<file path="config.mk">
export PLATFORM = sky130hd
export DESIGN_NAME = vram_arbiter
export DESIGN_NICKNAME = d
export VERILOG_FILES = /design/src/rtl/vram_arbiter.sv
export SDC_FILE = /design/constraint.sdc
export NUM_CORES = 1
export LEC_CHECK = 0
export ABC_AREA = 1
export BUFFER_PORTS_ARGS = -buffer_cell sky130_fd_sc_hd__buf_2
export CELL_PAD_IN_SITES_DETAIL_PLACEMENT = 1
export CELL_PAD_IN_SITES_GLOBAL_PLACEMENT = 1
export CORE_ASPECT_RATIO = 1.4
export CORE_MARGIN = 2
export CORE_UTILIZATION = 37
export CTS_CLUSTER_DIAMETER = 100
export CTS_CLUSTER_SIZE = 24
export DETAILED_ROUTE_END_ITERATION = 6
export GPL_TIMING_DRIVEN = 0
export PLACE_DENSITY = 0.87
export SETUP_SLACK_MARGIN = 0.15
export SLEW_MARGIN = 30
export SYNTH_ARGS = -nofsm -noshare
export SYNTH_HDL_FRONTEND = slang
export SYNTH_SLANG_ARGS = --single-unit
</file>
<file path="constraint.sdc">
create_clock -name clk24 -period 1.7 [get_ports clk24]
set_input_delay 0.34 -clock clk24 [delete_from_list [all_inputs] [get_ports clk24]]
set_output_delay 0.34 -clock clk24 [all_outputs]
set_load 0.05 [all_outputs]
</file>
<file path="src/rtl/vram_arbiter.sv">
// vram_arbiter: shares one video RAM port between a row fetcher and the CPU.
// Optional vid_underrun output when VRAM_UNDERRUN_DET_EN is defined.
// Ports: clk24/reset_n; vid_req/vid_row start a 128-byte row fetch into the
// line buffer (lb_we/lb_addr/lb_data, fetch_done); cpu_req/we/addr/wdata
// with cpu_ack/cpu_rdata; ram_addr/ram_rd/ram_wr/ram_d/ram_q to the RAM.
module vram_arbiter #(
  parameter int unsigned CPU_SLOT = 4
) (
  input  logic        clk24,
  input  logic        reset_n,
  input  logic        vid_req,
  input  logic [7:0]  vid_row,
  input  logic        cpu_req,
  input  logic        cpu_we,
  input  logic [15:0] cpu_addr,
  input  logic [7:0]  cpu_wdata,
  output logic [7:0]  cpu_rdata,
  output logic        cpu_ack,
  output logic [15:0] ram_addr,
  output logic        ram_rd,
  output logic        ram_wr,
  output logic [7:0]  ram_d,
  input  logic [7:0]  ram_q,
  output logic        lb_we,
  output logic [6:0]  lb_addr,
  output logic [7:0]  lb_data,
  output logic        fetch_done
`ifdef VRAM_UNDERRUN_DET_EN
  ,output logic       vid_underrun
`endif
);

  localparam logic [3:0] SLOT = 4'(CPU_SLOT);

  typedef enum logic [2:0] {
    IDLE, VRD, VCAP, CRD, CWR, CCAP
  } state_t;

  state_t      state, state_nxt;
  logic        fa, fa_nxt;
  logic [6:0]  idx, idx_nxt;
  logic [7:0]  row, row_nxt;
  logic [7:0]  row_pend;
  logic        pend;
  logic [3:0]  vcnt;
  logic        cap_rd;
  logic [15:0] addr_q;
  logic [7:0]  d_q;
  logic [7:0]  rdata_q;
  logic        apply;
  logic        last;
  logic        cpu_ok;
  logic        vid_go;
  logic        und_nxt;

  // A reload requested during VRD waits one cycle so the
  // in-flight byte lands at its own index.
  assign apply  = (state != VRD) && (vid_req || pend);
  assign last   = (state == VCAP) && (idx == 7'd127);
  assign cpu_ok = cpu_req && (state != CCAP);
  assign und_nxt = vid_req && fa && !last;

  always_comb begin
    fa_nxt  = fa;
    idx_nxt = idx;
    row_nxt = row;
    if (state == VCAP) begin
      idx_nxt = idx + 7'd1;
      if (last) fa_nxt = 1'b0;
    end
    if (apply) begin
      row_nxt = vid_req ? vid_row : row_pend;
      idx_nxt = 7'd0;
      fa_nxt  = 1'b1;
    end
  end

  assign vid_go = fa_nxt && (!cpu_ok || (vcnt < SLOT));

  always_comb begin
    state_nxt = IDLE;
    unique case (state)
      VRD:      state_nxt = VCAP;
      CRD, CWR: state_nxt = CCAP;
      default: begin
        if (vid_go)      state_nxt = VRD;
        else if (cpu_ok) state_nxt = cpu_we ? CWR : CRD;
        else             state_nxt = IDLE;
      end
    endcase
  end

  always_comb begin
    ram_rd = (state == VRD) || (state == CRD);
    ram_wr = (state == CWR);
    if (state == VRD)
      ram_addr = {1'b1, idx[1:0], idx[6:2], row};
    else if ((state == CRD) || (state == CWR))
      ram_addr = cpu_addr;
    else
      ram_addr = addr_q;
    ram_d     = (state == CWR) ? cpu_wdata : d_q;
    lb_we     = (state == VCAP);
    lb_addr   = idx;
    lb_data   = lb_we ? ram_q : 8'h00;
    cpu_ack   = (state == CCAP);
    cpu_rdata = (cpu_ack && cap_rd) ? ram_q : rdata_q;
  end

  always_ff @(posedge clk24 or negedge reset_n) begin
    if (!reset_n) begin
      state      <= IDLE;
      fa         <= 1'b0;
      idx        <= 7'd0;
      row        <= 8'h00;
      row_pend   <= 8'h00;
      pend       <= 1'b0;
      vcnt       <= 4'd0;
      cap_rd     <= 1'b0;
      addr_q     <= 16'h0000;
      d_q        <= 8'h00;
      rdata_q    <= 8'h00;
      fetch_done <= 1'b0;
    end else begin
      state      <= state_nxt;
      fa         <= fa_nxt;
      idx        <= idx_nxt;
      row        <= row_nxt;
      cap_rd     <= (state == CRD);
      addr_q     <= ram_addr;
      d_q        <= ram_d;
      rdata_q    <= cpu_rdata;
      fetch_done <= last;
      if ((state == VRD) && vid_req) begin
        pend     <= 1'b1;
        row_pend <= vid_row;
      end else if (apply) begin
        pend     <= 1'b0;
      end
      if (state_nxt == VRD) begin
        if (vcnt != 4'd15) vcnt <= vcnt + 4'd1;
      end else if ((state_nxt == CRD) || (state_nxt == CWR)) begin
        vcnt <= 4'd0;
      end
    end
  end

`ifdef VRAM_UNDERRUN_DET_EN
  always_ff @(posedge clk24 or negedge reset_n) begin
    if (!reset_n) vid_underrun <= 1'b0;
    else          vid_underrun <= und_nxt;
  end
`else
  logic und_unused;
  assign und_unused = und_nxt;
`endif

endmodule

</file>
==> results.json <==
{
  "status": "complete, but fails checks",
  "violations": "negative setup slack",
  "cts_made_buffers": 9,
  "final_core_util_pct": 68.2,
  "post-synth-top-count-cell": "nand2_1",
  "slowest_stage": "dfrtp_1",
  "post_drt_wl_per_cell_um": 24.5,
  "maxCapViolCount": 0,
  "antenna_found_initial": 0,
  "io_buffers": 95,
  "fmax_mhz": 425,
  "syn_inst": 350,
  "fin_crit_ps": 2350,
  "synth_top_area_cell": "dfrtp_1",
  "muxShareOfSynthArea_pct": 0,
  "async_reset_ff_share_pct": 100,
  "grt_overflow": 0,
  "synth_compound_area_share_pct": 13.2,
  "grt_pass1_vias": 3584,
  "cts_buffer_depth": 2,
  "dp_hpwl_mm": 6.66,
  "worst-slew-pin-transition_ps": 435,
  "nets": 544,
  "fillCellCount": 829,
  "drive_gt1_share_pct": 54.4,
  "gp_congestion": 0.801,
  "syn_nets": 397,
  "dp_cells": 546,
  "grt_use_total_pct": 28.9,
  "path_cells": "inv_2, nor2_4, nand2_2, clkbuf_8, o21ai_1, o22ai_4, buf_6",
  "layoutNonFillerInstCount": 602,
  "htree_levels": 3,
  "cp.arrival_ps": 2010,
  "grt_pass1_wl_mm": 19.3,
  "cp_data_required_time_ps": 1360,
  "rows": 38,
  "multi_input_area_um2": 1780,
  "ant_nets": 0,
  "yosysWarnings": 0,
  "min_path_type": "input port to register",
  "setup_violations": 56,
  "grt-busiest-layer": "met2",
  "clkTransAtPathRegs_ps": 80,
  "dieArea_um2": 8890,
  "seqCellArea_um2": 1660,
  "finalHoldViolCount": 0,
  "die_h_um": 111,
  "grt.met2_usage_pct": 53.7,
  "slew_viol_final": 0,
  "criticalPathCategory": "register to primary output",
  "synth_top_area_share_pct": 54.8,
  "leakage_nw": 2.55,
  "power-per-cell-area_nw_per_um2": 2470,
  "whs_endpoint": "d_q[2]$_DFF_PN0_",
  "core_area_um2": 7850,
  "synthXorXnorAreaFrac_pct": 0.582,
  "r2r_cells": 13,
  "start_util_pct": 38.4,
  "synth-seq-cells": 66,
  "synth_top_family_by_area": "simple AND/OR/NAND/NOR gates",
  "clock-root-buffer": "clkbuf_8",
  "min_path_cells": 3,
  "synthFlopType": "dfrtp_1",
  "worstSkewPairLatency_ps": 370,
  "cts_tree": "done",
  "r2r_start": "state[0]$_DFF_PN0_",
  "vias": 3339,
  "synth-seq-area-share_pct": 54.8,
  "end_kind": "primary output",
  "slew_headroom_pct": 70.9,
  "synth-simple-area-share_pct": 23.7,
  "min_from": "cpu_wdata[2]",
  "yosys-top-cells-area": "dfrtp_1 (55%), nand2_1 (11%), o21ai_0 (9.0%)",
  "max-vdd-ir-drop_mv": 1.57,
  "rsz0062_at_grt": "true",
  "drc": 0,
  "setup_slack_ps": -653,
  "die_w_um": 80.3,
  "cp_max_fo": 10,
  "antenna_cells": 0,
  "drt_iter0_markers": 133,
  "period_share_pct": 138,
  "synthTopCellsByCount": "nand2_1 (91), dfrtp_1 (66), o21ai_0 (54)",
  "gr-usage-met1_pct": 30.0,
  "grt_max_degree": 52,
  "synth_edf_count": 0,
  "worstReg2RegEnd": "vcnt[2]$_DFFE_PN0P_",
  "rrSetupSlack_ps": -230,
  "viasPerCell": 5.55,
  "syn_to_final_growth_pct": 77.6,
  "wl_mm": 14.8,
  "syn-cell-area_um2": 3010,
  "ios": 97,
  "cts_sinks": 66,
  "synth.distinct_cells": 32,
  "clock_skew_ps": 12.6,
  "gr-usage-met3_pct": 5.29,
  "critPathMaxStageDelay_ps": 410,
  "cp-start-kind": "register",
  "synthAdderAreaFrac_pct": 0.831,
  "synth.avg_cell_area_um2": 8.60,
  "first_pass_iters": 4
}
final cells by class:
cell class                      instances  share of cell area, %
Clock buffer                           12                   3.09
Multi-Input combinational cell        238                   33.3
Timing Repair Buffer                  135                   23.2
Buffer                                 13                   3.13
Clock inverter                          4                  0.912
Sequential cell                        66                   31.0
Tap cell                              100                   2.34
Timing Repair inverter                  1                  0.211
Inverter                               33                   2.88
registers in the layout, summed over array words and instances (netlist names):
signal / count
cap_rd: 1
vcnt: 4
rdata_q: 8
d_q: 8
fa: 1
row: 8
lb_addr: 7
fetch_done: 1
row_pend: 8
state: 3
addr_q: 16
pend: 1
kinds of logic after synthesis:
group,count (synthesis)
xor gates and xnor gates,2
AOI/OAI and AO/OA,74
buffers and inverters,46
DFF,66
and+or+nand+nor,160
adders and majority gates,2
layer usage:
layer / vias to the layer above / share of wire (%) / wire (um)
met1: 1673 / 33 / 4860
met5: - / 0 / 0
met4: 0 / 6.5 / 954
li1: 1427 / - / -
met2: 165 / 56 / 8220
met3: 74 / 4.9 / 725
cells in the final DEF, fill, tap and decap left out, types with 3 or more instances in the layout:
cell,n
inv_2,6
nor2_1,13
buf_6,33
nand3_1,10
o22ai_4,3
buf_2,52
buf_8,24
nand2_4,15
nor2_4,21
o21ai_0,25
a21oi_1,5
buf_12,3
dfrtp_1,62
o21ai_1,16
clkbuf_8,14
o21ai_4,21
dfrtp_2,4
nor2_2,3
buf_4,27
nand2_2,18
inv_1,22
nand2_1,65
where the power goes:
group | internal (W) | switching (W)
logic | 0.00341 | 0.00567
clock network | 0.000796 | 0.000686
registers | 0.00222 | 0.000427
what timing repair did:
item | in CTS | in global routing
hold buffers | 1 | 0
pin swaps | 12 | 22
hold endpoints to repair | 15 | 0
cloned | 3 | 1
resized for setup | 161 | 56
setup buffers | 17 | 18
endpoints found under the setup margin | 64 | 66
metrics by stage:
stage	hold slack [ps]	setup TNS, ps	power, W	cell area (um2)	setup WS (ps)
after floorplan	44.4	-7670	0.00738	3460	-328
after global placement	461	-8340	0.00850	4060	-472
after detailed placement	229	-9340	0.00873	4090	-542
after CTS	233	-15720	0.0120	5010	-470
after global routing	224	-24990	0.0137	5350	-691
final	209	-22760	0.0132	5350	-653
how the worst max path moves through the flow:
stage / to / slack, ps / cells after the start / startpoint
after floorplan: lb_data[0] / -330 / 5 / state[1]$_DFF_PN0_
after global placement: ram_addr[3] / -470 / 7 / state[0]$_DFF_PN0_
after detailed placement: ram_addr[8] / -540 / 7 / state[0]$_DFF_PN0_
after CTS: cpu_rdata[5] / -470 / 9 / state[2]$_DFF_PN0_
after global routing: ram_addr[9] / -690 / 7 / state[0]$_DFF_PN0_
final: ram_addr[9] / -650 / 7 / state[0]$_DFF_PN0_
critical path: cells and delay by family (launching register included):
family | cells | cell delay (ps)
flip-flops | 1 | 410
buffers and inverters | 3 | 490
AO/OA/AOI/OAI | 2 | 350
AND/OR/NAND/NOR | 2 | 380
Note: power is estimated with default switching activity, not from simulation.
